==> src/rtl/if_fetch.sv <==
// Instruction-fetch stage: assembles each 32-bit instruction from four byte reads
// and presents {pc, inst} to IF/ID with busy/valid handshaking, stalls and jumps.
module if_fetch #(
  parameter logic [31:0] RESET_PC = 32'h0000_0000
) (
  input  logic        clk,
  input  logic        rst,
  input  logic        stall_i,
  input  logic        jump_i,
  input  logic [31:0] jump_addr_i,
  output logic        mem_req_o,
  output logic [31:0] mem_addr_o,
  input  logic        mem_ack_i,
  input  logic [7:0]  mem_data_i,
  output logic        if_busy_o,
  output logic [31:0] if_pc,
  output logic [31:0] if_inst,
  output logic        dbg_state_o
);

  // Handshakes: a byte request is taken when mem_req_o && mem_ack_i at a rising
  // edge, and its data is on mem_data_i in the following cycle. IF/ID takes the
  // presented pair on an edge where if_busy_o == 0 and stall_i == 0.
  typedef enum logic {
    S_FETCH = 1'b0,
    S_VALID = 1'b1
  } state_e;

  state_e      state_q, state_d;
  logic [31:0] pc_q, pc_d;
  logic [2:0]  issue_cnt_q, issue_cnt_d;
  logic [2:0]  recv_cnt_q, recv_cnt_d;
  logic        rd_pending_q, rd_pending_d;
  logic        jump_pend_q, jump_pend_d;
  logic [31:0] jump_tgt_q, jump_tgt_d;
  logic [31:0] asm_q, asm_d;
  logic [31:0] if_pc_q, if_pc_d;
  logic [31:0] if_inst_q, if_inst_d;
  logic        req;
  logic        accept;

  assign req    = (state_q == S_FETCH) && (issue_cnt_q < 3'd4);
  assign accept = req && mem_ack_i;

  // Gated by rst so the bus goes quiet in the same cycle reset is raised.
  assign mem_req_o   = req && !rst;
  assign mem_addr_o  = rst ? 32'h0 : (pc_q + {29'b0, issue_cnt_q});
  assign if_busy_o   = (state_q != S_VALID);
  assign if_pc       = if_pc_q;
  assign if_inst     = if_inst_q;
  assign dbg_state_o = state_q;

  always_ff @(posedge clk or posedge rst) begin
    if (rst) begin
      state_q      <= S_FETCH;
      pc_q         <= RESET_PC;
      issue_cnt_q  <= 3'd0;
      recv_cnt_q   <= 3'd0;
      rd_pending_q <= 1'b0;
      jump_pend_q  <= 1'b0;
      jump_tgt_q   <= 32'h0;
      asm_q        <= 32'h0;
      if_pc_q      <= 32'h0;
      if_inst_q    <= 32'h0;
    end else begin
      state_q      <= state_d;
      pc_q         <= pc_d;
      issue_cnt_q  <= issue_cnt_d;
      recv_cnt_q   <= recv_cnt_d;
      rd_pending_q <= rd_pending_d;
      jump_pend_q  <= jump_pend_d;
      jump_tgt_q   <= jump_tgt_d;
      asm_q        <= asm_d;
      if_pc_q      <= if_pc_d;
      if_inst_q    <= if_inst_d;
    end
  end

  always_comb begin
    state_d      = state_q;
    pc_d         = pc_q;
    issue_cnt_d  = issue_cnt_q;
    recv_cnt_d   = recv_cnt_q;
    rd_pending_d = accept;
    jump_pend_d  = jump_pend_q;
    jump_tgt_d   = jump_tgt_q;
    asm_d        = asm_q;
    if_pc_d      = if_pc_q;
    if_inst_d    = if_inst_q;

    if (accept) begin
      issue_cnt_d = issue_cnt_q + 3'd1;
    end

    if (rd_pending_q) begin
      asm_d[{recv_cnt_q[1:0], 3'b000} +: 8] = mem_data_i;
      recv_cnt_d = recv_cnt_q + 3'd1;
      if (recv_cnt_q == 3'd3) begin
        state_d   = S_VALID;
        if_pc_d   = pc_q;
        if_inst_d = {mem_data_i, asm_q[23:0]};
      end
    end

    if (state_q == S_VALID && !stall_i) begin
      state_d     = S_FETCH;
      issue_cnt_d = 3'd0;
      recv_cnt_d  = 3'd0;
      pc_d        = jump_pend_q ? jump_tgt_q : (pc_q + 32'd4);
      jump_pend_d = 1'b0;
    end

    // Placed last: a jump seen on the consuming edge must survive the clear above.
    if (jump_i) begin
      jump_pend_d = 1'b1;
      jump_tgt_d  = jump_addr_i;
    end
  end

endmodule

==> config.mk <==
export PLATFORM = sky130hd
export DESIGN_NAME = if_fetch
export DESIGN_NICKNAME = d
export VERILOG_FILES = /design/src/rtl/if_fetch.sv
export SDC_FILE = /design/constraint.sdc
export NUM_CORES = 1
export LEC_CHECK = 0
export CAP_MARGIN = 40
export CORE_MARGIN = 10
export CORE_UTILIZATION = 50
export CTS_CLUSTER_DIAMETER = 60
export DETAILED_ROUTE_END_ITERATION = 8
export PLACE_DENSITY = 0.78
export SLEW_MARGIN = 15
export SYNTH_ARGS = -nofsm -noshare
export SYNTH_HDL_FRONTEND = slang
export SYNTH_SLANG_ARGS = --single-unit
==> constraint.sdc <==
create_clock -name clk -period 9.4 [get_ports clk]
set_clock_uncertainty 0.15 [all_clocks]
set_input_delay 1.88 -clock clk [delete_from_list [all_inputs] [get_ports clk]]
set_output_delay 1.88 -clock clk [all_outputs]
set_load 0.02 [all_outputs]
==> metrics.cfg <==
[outcome]
status = finished, final reports clean

[power_and_ir_drop]
clkPwrFrac_pct = 22.4
finalPower_mw = 3.238
p_leak_nw = 4.245
p_sw_share_pct = 38.23
power_density_nw_per_um2 = 325.7
p_sw_mw = 1.238
comb_power_share_pct = 38.6
internal_power_mw = 2.000
power_frac_seq_pct = 39.0
ir_drop_uv = 136.2

[yosys]
ys_ff_latch = 161
synth_edf_count = 0
syn_nets = 763
async_flop_share_pct = 100.0
synth-seq-area-share_pct = 51.92
synth-main-ff-cell = dfrtp_1
syn_avg_cell_area_um2 = 10.99
synth.cell_area_um2 = 7760
yosys_warnings = 0
synth_cell_type_count = 62
synth_cells = 706

[cts]
clock-root-buffer = clkbuf_16
clock_path_buffers = 2
path_clk_slew_ns = 0.06
cts_buffers = 17
post_cts_buffers = 0
htree_levels = 4
clock_latency_ns = 0.42
cts_resized = 0
cts_tree = done
cts.sinks = 161
cts_hold_buf = 0

[critical_path]
crit_path_start_kind = input pin
cp_data_required_time_ns = 7.37
crit_buf_inv = 5
crit_type = input pin to output port
cp_common_cell = clkdlybuf4s50_1
crit_arrival_ns = 3.98
path_delay_family = buffers and inverters
cp_slowest_cell = clkdlybuf4s50_1
slowest_delay_ns = 0.60
end_kind = output port
path_cells = clkdlybuf4s50_1 > buf_4 > inv_6 > buf_16 > and2_1 > clkdlybuf4s50_1
path_max_fanout = 64

[global_routing]
track_usage_pct = 20.77
grt.overflow.total = 0
grt_max_degree = 92
grt_pass1_wl_mm = 33.79
antenna_found_initial = 0
first_global_vias = 6211

[routing]
antenna_left = 0
wl_met2_mm = 10.48
num_vias = 6165
detail_route.first_pass.iterations = 5
wl_met3_mm = 1.496
wl_met1_mm = 9.186
routed_wl_mm = 21.62
wl_per_cell_um = 21.09
post-route-drc-count = 0
drtIter0Drc = 592
top_layer = met4
via_per_inst = 6.015

[timing]
setup_viol = 0
slew_headroom_pct = 47.54
hold_viol_final = 0
tns_ns = 0
worstMarginPinSlew_ns = 0.7840
finalCritPeriodShare_pct = 63.93
fmax_mhz = 166.4
maxSlewViolCount = 0
fin_crit_ns = 6.010
rsz0062_at_grt = false

[layout]
areaGrowthSynthToFinish_pct = 28.12
final_common_cell = dfrtp_1
drive_gt1_share_pct = 17.20
final_cell_mix = dfrtp_1, clkdlybuf4s50_1, mux2_2
final_nets = 882
antenna_cells = 0

[floorplanning]
coreArea_um2 = 15200
die_h_um = 144.6
rows = 45
io_pins = 144
start_util_pct = 51.05
fp.dieW_um = 144.6
die_area_um2 = 20900

[min_path]
hp-class = register to register

[place]
portBuffers = 143
hpwl_mm = 15.57
gp_congestion = 0.9576

[job]
max_cap_violations = 0

## power by group through the flow
stage                     clock [mW]  combinational (mW)  sequential, mW
after detailed placement           0                1.25            1.27
after CTS                      0.735                1.26            1.25
final                          0.724                1.25            1.26
after global placement             0                1.22            1.25
after floorplan                    0               0.698            1.25
after global routing           0.767                1.35            1.30
## flip-flops by register name, summed over array words and instances, names as in the netlist
register and cells:
if_inst 32, if_pc 32, jump_tgt_q 32, pc_q 32
asm_q 24, issue_cnt_q 3, recv_cnt_q 3, dbg_state_o 1
jump_pend_q 1, rd_pending_q 1
## worst paths after layout
kind / endpoint / slack [ns] / cells after the start / from
max in group asynchronous: if_inst[21] / 5.87 / 6 / rst
min in group asynchronous: if_pc[5] / 1.88 / 3 / rst
worst max register to register: pc_q[18] / 6.42 / 6 / pc_q[2]
worst max-delay path: mem_addr_o[19] / 3.39 / 6 / rst
worst min register to register: if_pc[1] / 0.34 / 2 / if_pc[1]
worst min-delay path: if_pc[1] / 0.34 / 2 / if_pc[1]
## final cells by class
class | count | area, µm²
inverters | 16 | 65.06
repair buffers | 156 | 1579
well taps | 188 | 235.2
clock buffers | 18 | 439.2
fillers | 1169 | 5260
multi-input cells | 473 | 3418
clock inverters | 13 | 176.4
flip-flops and latches | 161 | 4029
## cells in the mapped netlist, drive strengths merged (4+ instances only)
cell	count	area [µm²]
a21oi	29	145.1
a22o	25	219.0
a311oi	6	52.55
and2	8	50.05
and3	10	62.56
and4	7	61.31
buf	35	178.9
clkbuf	21	78.83
dfrtp	161	4029
ha	11	137.6
inv	16	60.06
mux2	89	1002
nand2	51	191.4
nand3	13	65.06
nand4	16	121.4
nor2	55	206.5
nor2b	5	31.28
nor3	18	90.09
nor4	12	96.34
o21ai	36	180.2
o22a	4	35.03
o22ai	4	25.02
xnor2	17	148.9
xor2	8	70.07
## worst min-delay path: cells and delay by family (launching register included)
kind / cells / cell delay (ns)
compound gates: 1 / 0.06
flops: 1 / 0.34
simple gates: 1 / 0.05
## cell families (layout without fill, tap and decap cells)
group                    after synthesis  count (layout)  synth area share, %
adder cells (fa/ha/maj)               12              12                2.032
AO/OA/AOI/OAI                        134             134                11.64
multiplexers                          92              92                13.30
AND/OR/NAND/NOR                      210             210                14.19
flip-flops                           161             161                51.92
buffers and inverters                 72             203                4.096
XOR/XNOR                              25              25                2.822
## metal layers
metal | GRT usage, % | up-vias
met5 | 0 | -
met4 | 7.287 | 0
met3 | 5.412 | 38
met2 | 33.00 | 269
met1 | 26.85 | 3074
li1 | - | 2784
## through the flow
step | hold slack, ns | cell area [µm²] | cells | utilization, % | setup WS (ns)
global route | 0.3658 | 9942 | 1025 | 65.40 | 3.236
finish | 0.3425 | 9942 | 1025 | 65.40 | 3.390
CTS | 0.3458 | 9910 | 1023 | 65.19 | 3.270
detailed placement | 0.3256 | 9294 | 992 | 61.14 | 3.277
global placement | 0.3188 | 9239 | 989 | 60.77 | 3.305
floorplan | 0.2848 | 7760 | 706 | - | 1.454
No activity file was read; power rests on OpenSTA's default activity.
